`src/rtl/imm_gen_pipe_pkg.sv`:
```
// Shared immediate-format encodings and small helpers used by the decoder
// and by the pipelined immediate generator.
package imm_gen_pipe_pkg;

    localparam logic [2:0] IMM_FMT_I     = 3'b000;
    localparam logic [2:0] IMM_FMT_S     = 3'b001;
    localparam logic [2:0] IMM_FMT_B     = 3'b010;
    localparam logic [2:0] IMM_FMT_J     = 3'b011;
    localparam logic [2:0] IMM_FMT_U     = 3'b100;
    localparam logic [2:0] IMM_FMT_SHAMT = 3'b101;
    localparam logic [2:0] IMM_FMT_ZIMM  = 3'b110;
    localparam logic [2:0] IMM_FMT_RSV   = 3'b111;

    localparam logic [7:0] ERR_CNT_MAX = 8'hFF;

    function automatic logic fmt_is_reserved(input logic [2:0] fmt);
        return fmt == IMM_FMT_RSV;
    endfunction

endpackage

```
`src/rtl/imm_gen_pipe_fmt_decode.sv`:
```
// Purely combinational immediate extraction for all RISC-V immediate
// formats, sign/zero-extended to XLEN.
module imm_fmt_decode
    import imm_gen_pipe_pkg::*;
#(
    parameter int XLEN = 32
) (
    input  logic [31:0]     instr,
    input  logic [2:0]      imm_src,
    output logic [XLEN-1:0] imm,
    output logic            err
);

    logic signed [31:0] u_word;
    logic [5:0]         shamt;

    assign u_word = {instr[31:12], 12'b0};
    // RV64 shift amounts carry one extra bit.
    assign shamt  = {(XLEN == 64) ? instr[25] : 1'b0, instr[24:20]};

    always_comb begin
        imm = '0;
        err = fmt_is_reserved(imm_src);
        case (imm_src)
            IMM_FMT_I:     imm = {{(XLEN-12){instr[31]}}, instr[31:20]};
            IMM_FMT_S:     imm = {{(XLEN-12){instr[31]}}, instr[31:25], instr[11:7]};
            IMM_FMT_B:     imm = {{(XLEN-12){instr[31]}}, instr[7], instr[30:25],
                                  instr[11:8], 1'b0};
            IMM_FMT_J:     imm = {{(XLEN-20){instr[31]}}, instr[19:12], instr[20],
                                  instr[30:21], 1'b0};
            IMM_FMT_U:     imm = XLEN'(u_word);
            IMM_FMT_SHAMT: imm = XLEN'(shamt);
            IMM_FMT_ZIMM:  imm = XLEN'(instr[19:15]);
            default:       imm = '0;
        endcase
    end

endmodule

```
`src/rtl/imm_gen_pipe.sv`:
```
// Immediate generator behind a valid/ready handshake with a 2-entry skid
// buffer (output register + skid register) and a saturating error counter.
module imm_gen_pipe
    import imm_gen_pipe_pkg::*;
#(
    parameter int XLEN = 32,
    parameter int TAGW = 5
) (
    input  logic            clk,
    input  logic            rst_n,
    input  logic            in_valid,
    output logic            in_ready,
    input  logic [31:0]     in_instr,
    input  logic [2:0]      in_immSrc,
    input  logic [TAGW-1:0] in_tag,
    output logic            out_valid,
    input  logic            out_ready,
    output logic [XLEN-1:0] out_imm,
    output logic [TAGW-1:0] out_tag,
    output logic            out_err,
    output logic [7:0]      err_cnt
);

    logic [XLEN-1:0] dec_imm;
    logic            dec_err;

    imm_fmt_decode #(.XLEN(XLEN)) u_decode (
        .instr   (in_instr),
        .imm_src (in_immSrc),
        .imm     (dec_imm),
        .err     (dec_err)
    );

    logic            in_ready_q,  in_ready_d;
    logic            out_valid_q, out_valid_d;
    logic [XLEN-1:0] out_imm_q,   out_imm_d;
    logic [TAGW-1:0] out_tag_q,   out_tag_d;
    logic            out_err_q,   out_err_d;
    logic            skid_valid_q, skid_valid_d;
    logic [XLEN-1:0] skid_imm_q,  skid_imm_d;
    logic [TAGW-1:0] skid_tag_q,  skid_tag_d;
    logic            skid_err_q,  skid_err_d;
    logic [7:0]      err_cnt_q,   err_cnt_d;

    logic in_fire;
    logic out_fire;

    assign in_fire  = in_valid && in_ready_q;
    assign out_fire = out_valid_q && out_ready;

    always_comb begin
        out_valid_d  = out_valid_q;
        out_imm_d    = out_imm_q;
        out_tag_d    = out_tag_q;
        out_err_d    = out_err_q;
        skid_valid_d = skid_valid_q;
        skid_imm_d   = skid_imm_q;
        skid_tag_d   = skid_tag_q;
        skid_err_d   = skid_err_q;
        err_cnt_d    = err_cnt_q;

        if (out_fire) begin
            // in_ready is low whenever the skid is full, so a skid refill
            // never coincides with a new acceptance.
            if (skid_valid_q) begin
                out_imm_d    = skid_imm_q;
                out_tag_d    = skid_tag_q;
                out_err_d    = skid_err_q;
                skid_valid_d = 1'b0;
            end else if (in_fire) begin
                out_imm_d = dec_imm;
                out_tag_d = in_tag;
                out_err_d = dec_err;
            end else begin
                out_valid_d = 1'b0;
            end
        end else if (!out_valid_q) begin
            if (in_fire) begin
                out_valid_d = 1'b1;
                out_imm_d   = dec_imm;
                out_tag_d   = in_tag;
                out_err_d   = dec_err;
            end
        end else if (in_fire) begin
            skid_valid_d = 1'b1;
            skid_imm_d   = dec_imm;
            skid_tag_d   = in_tag;
            skid_err_d   = dec_err;
        end

        in_ready_d = !skid_valid_d;

        if (out_fire && out_err_q && (err_cnt_q != ERR_CNT_MAX)) begin
            err_cnt_d = err_cnt_q + 8'd1;
        end
    end

    always_ff @(posedge clk or negedge rst_n) begin
        if (!rst_n) begin
            in_ready_q   <= 1'b0;
            out_valid_q  <= 1'b0;
            out_imm_q    <= '0;
            out_tag_q    <= '0;
            out_err_q    <= 1'b0;
            skid_valid_q <= 1'b0;
            skid_imm_q   <= '0;
            skid_tag_q   <= '0;
            skid_err_q   <= 1'b0;
            err_cnt_q    <= 8'd0;
        end else begin
            in_ready_q   <= in_ready_d;
            out_valid_q  <= out_valid_d;
            out_imm_q    <= out_imm_d;
            out_tag_q    <= out_tag_d;
            out_err_q    <= out_err_d;
            skid_valid_q <= skid_valid_d;
            skid_imm_q   <= skid_imm_d;
            skid_tag_q   <= skid_tag_d;
            skid_err_q   <= skid_err_d;
            err_cnt_q    <= err_cnt_d;
        end
    end

    assign in_ready  = in_ready_q;
    assign out_valid = out_valid_q;
    assign out_imm   = out_imm_q;
    assign out_tag   = out_tag_q;
    assign out_err   = out_err_q;
    assign err_cnt   = err_cnt_q;

endmodule
```
`config.mk`:
```
export PLATFORM = sky130hd
export DESIGN_NAME = imm_gen_pipe
export DESIGN_NICKNAME = d
export VERILOG_FILES = /design/src/rtl/imm_gen_pipe_pkg.sv /design/src/rtl/imm_gen_pipe_fmt_decode.sv /design/src/rtl/imm_gen_pipe.sv
export SDC_FILE = /design/constraint.sdc
export NUM_CORES = 1
export LEC_CHECK = 0
export ABC_CLOCK_PERIOD_IN_PS = 4100
export CAP_MARGIN = 20
export CORE_MARGIN = 2
export CORE_UTILIZATION = 55
export DETAILED_ROUTE_END_ITERATION = 12
export HOLD_SLACK_MARGIN = 0.1
export PLACE_DENSITY = 0.83
export SYNTH_ARGS = -nofsm -noshare
export SYNTH_HDL_FRONTEND = slang
export SYNTH_SLANG_ARGS = --single-unit
```
`constraint.sdc`:
```
create_clock -name clk -period 4.1 [get_ports clk]
set_input_delay 0.82 -clock clk [delete_from_list [all_inputs] [get_ports clk]]
set_output_delay 0.82 -clock clk [all_outputs]
set_load 0.01 [all_outputs]
```
Word level (Yosys, flattened, before mapping):

Cells that the tools add are included.

* add/sub/neg operators: 1
* equal/unequal tests: 11
* multiplexer cells: 21
* bitwise operators: 1
* reductions and logical operators: 8

Operator list (count)
* 32-bit one-hot mux with 7 select lines: 1
* 32-bit two-way mux: 4
* 5-bit two-way mux: 4
* 3-bit equality test, second input constant: 4
* 1-bit two-way mux: 12
* 8-bit by 1-bit adder with 8-bit output, second input constant: 1
* 8-bit inequality test, second input constant: 1
* 3-bit by 2-bit equality test with 1-bit output, second input constant: 2
* 1-bit logical AND: 4
* 2-bit inequality test, second input constant: 2
* 3-bit by 1-bit equality test with 1-bit output, second input constant: 1
* 3-bit zero test: 1
* 3-bit AND reduction: 1
* 2-bit by 1-bit inequality test with 1-bit output, second input constant: 1
* 2-bit AND reduction: 1
* 1-bit zero test: 1
* 1-bit inverter: 1

* flip-flop bits (word level): 87
* bits of input ports: 44
* output and inout bits: 48
* word-level logic and storage cells: 52

Longest topological paths before layout:

* word-level depth: 5
* depth in mapped cells: 7
* mapped depth without buffers: 4

Hierarchy:

From an unflattened synthesis, not the netlist that was laid out.

* cell total of the unflattened synthesis: 391
* area, all modules: 4500.6 um^2

Modules (own cells, without submodules)
* imm_gen_pipe: times used 1, cells each 309, area each 3913.8 um^2, sequential area each 2177.1 um^2
* imm_fmt_decode: times used 1, cells each 82, area each 586.8 um^2, sequential area each 0.0 um^2

Worst setup path after synthesis:

Ideal clock, no wire load.

* path type: input -> register
* start: input in_valid
* end: register skid_imm_q[11]
* setup time: 0.125 ns
* data arrival time: 1.762 ns
* data required time: 3.975 ns
* path slack: 2.213 ns
* cell stages on the path: 6
* path buffers: 3
* cells stage by stage: and2_1 -> buf_2 -> nand2_1 -> buf_4 -> buf_6 -> mux2_2

* word-level cells in the longest chain between the ends: 2

RTL lines
* from (decl): line imm_gen_pipe.sv:11 `input logic in_valid,`
* 1-bit logical AND: line imm_gen_pipe.sv:48 `assign in_fire = in_valid && in_ready_q;`
* 3-bit AND reduction (no source line)
* to (signal assigned): line imm_gen_pipe.sv:117 `skid_imm_q <= skid_imm_d;`
* to (decl): line imm_gen_pipe.sv:40 `logic [XLEN-1:0] skid_imm_q, skid_imm_d;`

Every way passes these cells.
A chain may end at the register's enable or synchronous reset.

Worst setup path in the final report:

* start: input in_valid
* end: register skid_imm_q[23]

Same word-level chain as after synthesis.

==> flow_summary.yaml <==
status:
  outcome: "finished clean"
finish:
  syn2layout_area_growth_pct: 24.8
  final_cells: 592
  diodes: 0
  nets: 531
  final_core_util: 0.697
  drive_above_1_share: 0.0857
timing:
  fmax_mhz: 363
  hold_ws_ps: 365
  fin_tns_setup_ps: 0
  final-max-slew-violation-count: 0
  period_share: 0.671
  maxSlewHeadroom: 0.375
  worst_slew_pin_slew_ps: 935
  hold_viol: 0
  fin_crit_ps: 2750
  setup_viol: 0
  rsz0062_at_grt: "no"
  skew_ps: 8.31
critical_path:
  cp.arrival_ps: 3000
  r2r_start: "in_ready"
  cp_max_fo: 41
  worstReg2RegEnd: "skid_imm_q[23]"
  crit_type: "input pin to register"
  critical_path_required_ps: 4350
  r2r_slack_ps: 1940
  reg2regPathDepth: 4
  worst_setup_path_start_kind: "input pin"
  end_kind: "register"
global_route:
  grt_pass1_wl_mm: 17.5
  antenna_found_initial: 0
  grt_pass1_vias: 3557
  grt_max_degree: 88
  grt_use_total: 0.258
  overflow: 0
power_and_ir_drop:
  power.leakage_nw: 2.21
  netSwitchingFraction: 0.359
  power_w: 0.00373
  intPower_w: 0.00239
  clockPowerShare: 0.172
  powerDensity_nw_per_um2: 704
  seqPwrFrac: 0.404
  combPwrFrac: 0.424
  p_switching_w: 0.00134
  ir_drop_mv: 0.306
routing:
  drc: 0
  vias: 3627
  ant_nets: 0
  wl_mm: 10.5
  first_iter_violations: 285
  routedWlPerCell_um: 17.8
  vias_per_cell: 6.13
  drt_pass1_iterations: 5
floorplan:
  die_area_sq_um: 8440
  start_util: 0.558
  coreArea_sq_um: 7610
  die_y_um: 91.9
  num_rows: 32
  ioPinCount: 92
  die_x_um: 91.9
placement:
  dp.cells: 576
  place.gp.congestion: 0.865
  dp_hpwl_mm: 7.12
  portBuffers: 84
clock_network:
  clkSinkCount: 87
  htree_num_levels: 3
  numCtsBuffers: 9
  cts-root-buf: "clkbuf_8"
  postCtsSetupBuffers: 0
  ctsResizeCount: 0
  clock_latency_ps: 350
  ctsHoldBuffers: 0
  cts_tree: "done"
  clk_path_buf_depth: 2
  clkTransAtPathRegs_ps: 90
synthesis:
  synth_seq_area_share: 0.513
  synth_area_per_cell_sq_um: 10.2
  synth_top_family_by_area: "compound AO/OA/AOI/OAI gates"
  yosysWarnings: 0
  synth_top_area_cell: "dfrtp_1"
  synth_fa_ha_area_frac: 0.00295
  post-synth-top-count-cell: "dfrtp_1"
  yosys-top-cells-area: "dfrtp_1, a21oi_1, nand2_1, o22ai_1, o21ai_0"
  synth_ff_type: "dfrtp_1"
  synthSimpleGateAreaFrac: 0.118
  synth_xor_area_frac: 0.0168
  netlist.area_leader.share: 0.513
  synth.distinct_cells: 56
  synth.top_cells.by_count: "dfrtp_1, nand2_1, a21oi_1, o21ai_0, o22ai_1"
  synth-edff-count: 0
  syn_area_sq_um: 4250
  synth_fp_nets: 461
  syn_inst: 416
  synth_compound_area_frac: 0.254
  muxShareOfSynthArea: 0.0377
  async_reset_ff_frac: 1.00
  synth-seq-cells: 87
min_path:
  hold_class: "input pin to asynchronous set/reset pin"
flow_run:
  maxCapViolCount: 0
[power by group through the flow]
stage          combinational (W)  clock, W  sequential [W]
2_1_floorplan           0.000830         0         0.00156
3_3_place_gp             0.00152         0         0.00150
3_5_place_dp             0.00157         0         0.00152
4_1_cts                  0.00158  0.000647         0.00150
5_1_grt                  0.00172  0.000684         0.00155
6_report                 0.00158  0.000642         0.00151
[worst max-delay path by stage]
stage	start	end	slack, ps	depth (start not counted)
floorplan	in_valid	skid_imm_q[11]	2210	6
global placement	in_valid	skid_imm_q[23]	980	5
detailed placement	in_valid	skid_imm_q[23]	1000	5
CTS	in_valid	skid_imm_q[23]	1340	5
global route	in_valid	skid_imm_q[23]	1180	5
finish	in_valid	skid_imm_q[23]	1350	5
[per-stage QoR]
step | setup WS [ps] | cell area, sq um
detailed placement | 1000 | 5060
finish | 1350 | 5300
CTS | 1340 | 5270
global route | 1180 | 5300
global placement | 984 | 5060
floorplan | 2210 | 4250
[cell usage in the layout (no fill, tap or decap), types with 8 or more instances in the layout]
cell type,n
o22ai_1,29
o22a_1,9
a21oi_1,47
nand2_1,50
nor2_1,11
clkbuf_8,9
o21ai_0,29
dfrtp_1,87
a22oi_1,10
mux2_2,8
clkdlybuf4s50_1,83
inv_1,11
a222oi_1,8
[cells by family (layout without fill, tap and decap cells)]
logic type               Yosys count  after routing
AND/OR/NAND/NOR                   98             98
buffers and inverters             43            117
XOR/XNOR                           6              6
adder cells (fa/ha/maj)            1              1
AO/OA/AOI/OAI                    166            166
flip-flops                        87             87
multiplexers                      15             15
[state kept, by name, summed over array words and instances, names as in the netlist]
name          flops
out_imm          32
skid_imm_q       32
err_cnt           8
out_tag           5
skid_tag_q        5
in_ready          1
out_err           1
out_valid         1
skid_err_q        1
skid_valid_q      1
[worst max-delay path, cell delays in order]
cell,delay [ps]
clkdlybuf4s50_1,500
and2_1,330
nand2_1,630
buf_12,420
o31a_1,300
[metal layers]
layer,vias to the layer above,wire (um),GRT usage
li1,1678,-,-
met1,1769,4640,0.368
met2,161,5010,0.412
met3,19,731,0.0362
met4,0,155,0.0821
met5,-,0,0
[final cells by class]
class | count | area [sq um]
clock buffers | 10 | 128
clock inverters | 5 | 81.3
flip-flops and latches | 87 | 2180
multi-input cells | 286 | 1830
fillers | 588 | 2310
well taps | 102 | 128
repair buffers | 90 | 916
inverters | 12 | 45.0
(Power assumes the default switching activity.)
